### src/rtl/alu_pkg.sv
// Shared ALU definitions: sequencer state encoding and operation codes.
package alu_pkg;

   typedef enum logic [1:0] {
      IDLE,
      RUN,
      DONE
   } state_t;

   localparam logic OP_ADD = 1'b0;
   localparam logic OP_SUB = 1'b1;

endpackage

### src/rtl/adder.sv
// One-bit full adder, used as the datapath bit slice of the serial ALU.
module adder (
   input  logic a,
   input  logic b,
   input  logic cin,
   output logic s,
   output logic cout
);

   assign s    = a ^ b ^ cin;
   assign cout = (a & b) | (cin & (a ^ b));

endmodule

### src/rtl/bit_serial_addsub.sv
// Bit-serial add/subtract sequencer: one operand bit pair per cycle, LSB first,
// through a single full-adder slice, with carry/overflow/zero flags.
module bit_serial_addsub
   import alu_pkg::*;
#(
   parameter int WIDTH = 32
) (
   input  logic             clk,
   input  logic             reset,
   input  logic             in_valid,
   output logic             in_ready,
   input  logic [WIDTH-1:0] a,
   input  logic [WIDTH-1:0] b,
   input  logic             sub,
   output logic             out_valid,
   input  logic             out_ready,
   output logic [WIDTH-1:0] result,
   output logic             carry_out,
   output logic             overflow,
   output logic             zero
);

   localparam int                CNT_W    = $clog2(WIDTH);
   localparam logic [CNT_W-1:0]  CNT_LAST = CNT_W'(WIDTH - 1);

   state_t             state;
   logic [WIDTH-1:0]   a_sh;
   logic [WIDTH-1:0]   b_sh;
   logic [WIDTH-1:0]   res_sh;
   logic [WIDTH-1:0]   res_next;
   logic [CNT_W-1:0]   cnt;
   logic               carry_q;
   logic               s;
   logic               cout;

   adder u_adder (
      .a    (a_sh[0]),
      .b    (b_sh[0]),
      .cin  (carry_q),
      .s    (s),
      .cout (cout)
   );

   assign res_next = {s, res_sh[WIDTH-1:1]};
   assign result   = res_sh;

   // Handshakes: an operation transfers on the edge where in_valid && in_ready;
   // a result transfers on the edge where out_valid && out_ready. Both ready/valid
   // flags come straight from flops, so no input reaches an output combinationally.
   always_ff @(posedge clk or posedge reset) begin
      if (reset) begin
         state     <= IDLE;
         in_ready  <= 1'b1;
         out_valid <= 1'b0;
         a_sh      <= '0;
         b_sh      <= '0;
         res_sh    <= '0;
         cnt       <= '0;
         carry_q   <= 1'b0;
         carry_out <= 1'b0;
         overflow  <= 1'b0;
         zero      <= 1'b0;
      end else begin
         case (state)
            IDLE: begin
               if (in_valid && in_ready) begin
                  // Subtraction is a + ~b + 1: invert b and seed the carry with 1.
                  a_sh     <= a;
                  b_sh     <= (sub == OP_SUB) ? ~b : b;
                  carry_q  <= sub;
                  cnt      <= '0;
                  in_ready <= 1'b0;
                  state    <= RUN;
               end
            end
            RUN: begin
               carry_q <= cout;
               a_sh    <= a_sh >> 1;
               b_sh    <= b_sh >> 1;
               res_sh  <= res_next;
               if (cnt == CNT_LAST) begin
                  // carry_q here is the carry into the MSB, cout the carry out of it.
                  carry_out <= cout;
                  overflow  <= carry_q ^ cout;
                  zero      <= (res_next == '0);
                  out_valid <= 1'b1;
                  state     <= DONE;
               end else begin
                  cnt <= cnt + CNT_W'(1);
               end
            end
            DONE: begin
               if (out_valid && out_ready) begin
                  out_valid <= 1'b0;
                  in_ready  <= 1'b1;
                  state     <= IDLE;
               end
            end
            default: begin
               out_valid <= 1'b0;
               in_ready  <= 1'b1;
               state     <= IDLE;
            end
         endcase
      end
   end

endmodule

### config.mk
export PLATFORM = sky130hd
export DESIGN_NAME = bit_serial_addsub
export DESIGN_NICKNAME = d
export VERILOG_FILES = /design/src/rtl/alu_pkg.sv /design/src/rtl/adder.sv /design/src/rtl/bit_serial_addsub.sv
export SDC_FILE = /design/constraint.sdc
export NUM_CORES = 1
export LEC_CHECK = 0
export ABC_AREA = 1
export ABC_CLOCK_PERIOD_IN_PS = 5380
export CAP_MARGIN = 20
export CORE_MARGIN = 2
export CORE_UTILIZATION = 56
export CTS_CLUSTER_DIAMETER = 150
export DETAILED_ROUTE_END_ITERATION = 10
export HOLD_SLACK_MARGIN = 0.06
export PLACE_DENSITY = 0.86
export SLEW_MARGIN = 10
export SYNTH_ARGS = -nofsm -noshare
export SYNTH_HDL_FRONTEND = slang
export SYNTH_HIERARCHICAL = 1
export SYNTH_SLANG_ARGS = --single-unit
### constraint.sdc
create_clock -name clk -period 5.38 [get_ports clk]
set_input_delay 0.807 -clock clk [delete_from_list [all_inputs] [get_ports clk]]
set_output_delay 0.807 -clock clk [all_outputs]
set_load 0.005 [all_outputs]
==> qor.txt <==
Gpl congestion: 0.7997
Worst-Margin Slew: 970.8 ps
Number of hold buffers added after CTS: 0
Leakage power: 3.227 nW
IO buf count: 105
Worst relative slew slack: 35.28%
Tmin final: 2958 ps
Core ar.: 0.009284 sq mm
Inserted Clock Buffers: 9
Share of the synthesized area in the top cell type: 50.16%
M1 GR Usage: 30.69%
Worst Setup SP: state[0]
Die height: 102.1 um
DRC violations left: 0
Final slew viol count: 0
Predominant post-synthesis flop cell: dfrtp_1
GRT Util Overall: 23.61%
Largest net degree at the start of global routing: 111
CP required: 5600 ps
Vias in the first global route: 4,395
Placement-stage cell area: 0.006376 sq mm
Skew final: 13.03 ps
Crit Path Category: register to register
Sequential Area: 0.002729 sq mm
Final hold slack: 488.9 ps
Met2 Usage GRT: 40.64%
Avg Inst Size Synth: 7.946 sq um
#FFs+latches synth: 109
Setup tns final: 0 ps
Post-synth EDFFs: 0
Clk buf depth: 2
Clock slew at reported path FFs: 100 ps
Area occupied by multi-input gates: 0.002076 sq mm
Global-route wire length before repair: 19.59 mm
Vias: 4,634
Final Hold Violating Endpoints: 0
Initial antenna violation count: 0
DR iter-0 viols: 253
Post-Synthesis Cell Area: 0.005388 sq mm
Clk_lat worst skew: 370 ps
CTS Root Cell: clkbuf_8
Synth async-reset ratio: 100.0%
Status: complete, no violations
Post-Syn Instances: 678
Critical Path End Type: register
Reg2Reg Launch Point: state[0]
H-tree Lvls: 3
Path depth of the worst reg2reg path: 7
Hold Startpoint: b_sh[2]
Total Power: 3.676 mW
Largest fanout on the critical path: 71
Crit share post-route: 54.98%
Crit path to: a_sh[26]
Pre-CTS WS: 2482 ps
Placed cells: 875
# fillers: 709
Top cells by area, synth: dfrtp_1 (50%), nand2_1 (18%), o211ai_1 (8.5%)
Most Crowded Layer GR: met2
Max Clk Rate: 338.1 MHz
Unrepaired setup endpoints after global routing: false
Final Instance Area: 0.006606 sq mm
Core Util, Final: 71.16%
Antenna diodes: 0
P&R area growth vs syn: 22.62%
Synth warn: 6
HPWL after DPL: 8.087 mm
CP startpoint kind: register
Cell type with the largest total area after synthesis: dfrtp_1
VDD IR max: 367.0 uV
Post-Route WL: 11.90 mm
Register area share after synthesis: 50.65%
Number of max-cap violations: 0
Final ANT Viol Nets: 0
Layout Nets: 829
TritonRoute pass-1 iters: 6
Total congestion overflow: 0
RR Endpoint: a_sh[26]
Ports: 106
Post-CTS setup buffer count: 0
Setup ws final: 2422 ps
Non-Filler Instances: 891
Commonest cells post-synth: nand2_1 (255), dfrtp_1 (108), inv_1 (83), o211ai_1 (61), o21ai_0 (43)
# rows: 35
Met3 Resource Use GR: 3.762%
Die ar.: 0.01042 sq mm
Pwr/cell area: 556.5 mW/mm^2
Setup violations, final: 0
Starting Density: 58.03%
CTS tree: done
Internal reg-to-reg setup slack: 2420 ps
Count leader, synth: nand2_1
Drt wl/cell: 13.35 um
Die width: 102.1 um
DR vias/cell: 5.201
Hold WC Path Type: register to register
Post-CTS sizing: 0
Syn nets: 750
Sink Count: 109
Synth unique cells: 25
Layout cell share with drive strength beyond 1: 3.937%
Critical path arrival: 3180 ps
-- layout by cell type (no fill, tap or decap), types with 2 or more instances in the layout --
| cell | count |
|---|---|
| ha_1 | 2 |
| nand4_1 | 3 |
| nor2_1 | 17 |
| o21ai_1 | 12 |
| dfrtp_1 | 108 |
| a21oi_1 | 2 |
| o21ai_0 | 43 |
| clkbuf_8 | 10 |
| nand2_2 | 2 |
| o211ai_1 | 61 |
| inv_2 | 4 |
| buf_4 | 4 |
| clkdlybuf4s50_1 | 105 |
| nand3_1 | 37 |
| inv_1 | 82 |
| nand2_1 | 255 |
| bufinv_16 | 2 |
-- per-layer routing --
metal | wire length (um) | vias to the layer above | part of all wire (%)
li1 | - | 2309 | -
met1 | 5249 | 2168 | 44
met2 | 5906 | 133 | 50
met3 | 507 | 24 | 4.3
met4 | 233 | 0 | 2.0
met5 | 0 | - | 0
-- critical path, cell delays in order, from the launching register on --
cell      delay, ps
dfrtp_1         420
inv_2           440
nor2_4           50
inv_2           650
nand2_2         460
buf_4           450
o211ai_1        180
o21ai_0         120
-- kinds of logic (layout without fill, tap and decap cells) --
logic type      count (synthesis)  after routing  share of synthesized area (%)
compound gates                120            120                          14.07
xor+xnor                        1              1                         0.1626
fa+ha+maj                       3              3                         0.8360
buf+inv                       128            212                          10.82
flops                         109            109                          50.65
simple gates                  317            317                          23.46
-- sequential cells by signal, indices dropped and copies added, names as in the netlist, 2 cells and up --
signal	count
a_sh	32
state	2
cnt	5
result	32
b_sh	32
-- where the power goes --
group / total (mW) / switching (mW) / internal (mW) / leakage (nW)
Combinational: 1.66 / 0.948 / 0.713 / 1.76
Sequential: 1.45 / 0.234 / 1.22 / 1.35
Clock: 0.563 / 0.284 / 0.279 / 0.115
Total: 3.68 / 1.47 / 2.21 / 3.23
-- worst min path at each step --
stage | depth (start not counted) | endpoint | slack [ps]
finish | 2 | b_sh[2] | 490
global placement | 2 | b_sh[1] | 460
detailed placement | 2 | b_sh[29] | 470
CTS | 2 | b_sh[11] | 500
global route | 2 | b_sh[11] | 510
floorplan | 2 | cnt[4] | 450
-- cell type report --
class | instances | area share (%)
sequential | 109 | 41.31
tap | 129 | 2.443
timing repair buffer | 109 | 16.36
multi-input combinational | 441 | 31.42
clock buffer | 10 | 2.083
clock inverter | 6 | 1.402
inverter | 87 | 4.981
(Power assumes the default switching activity.)
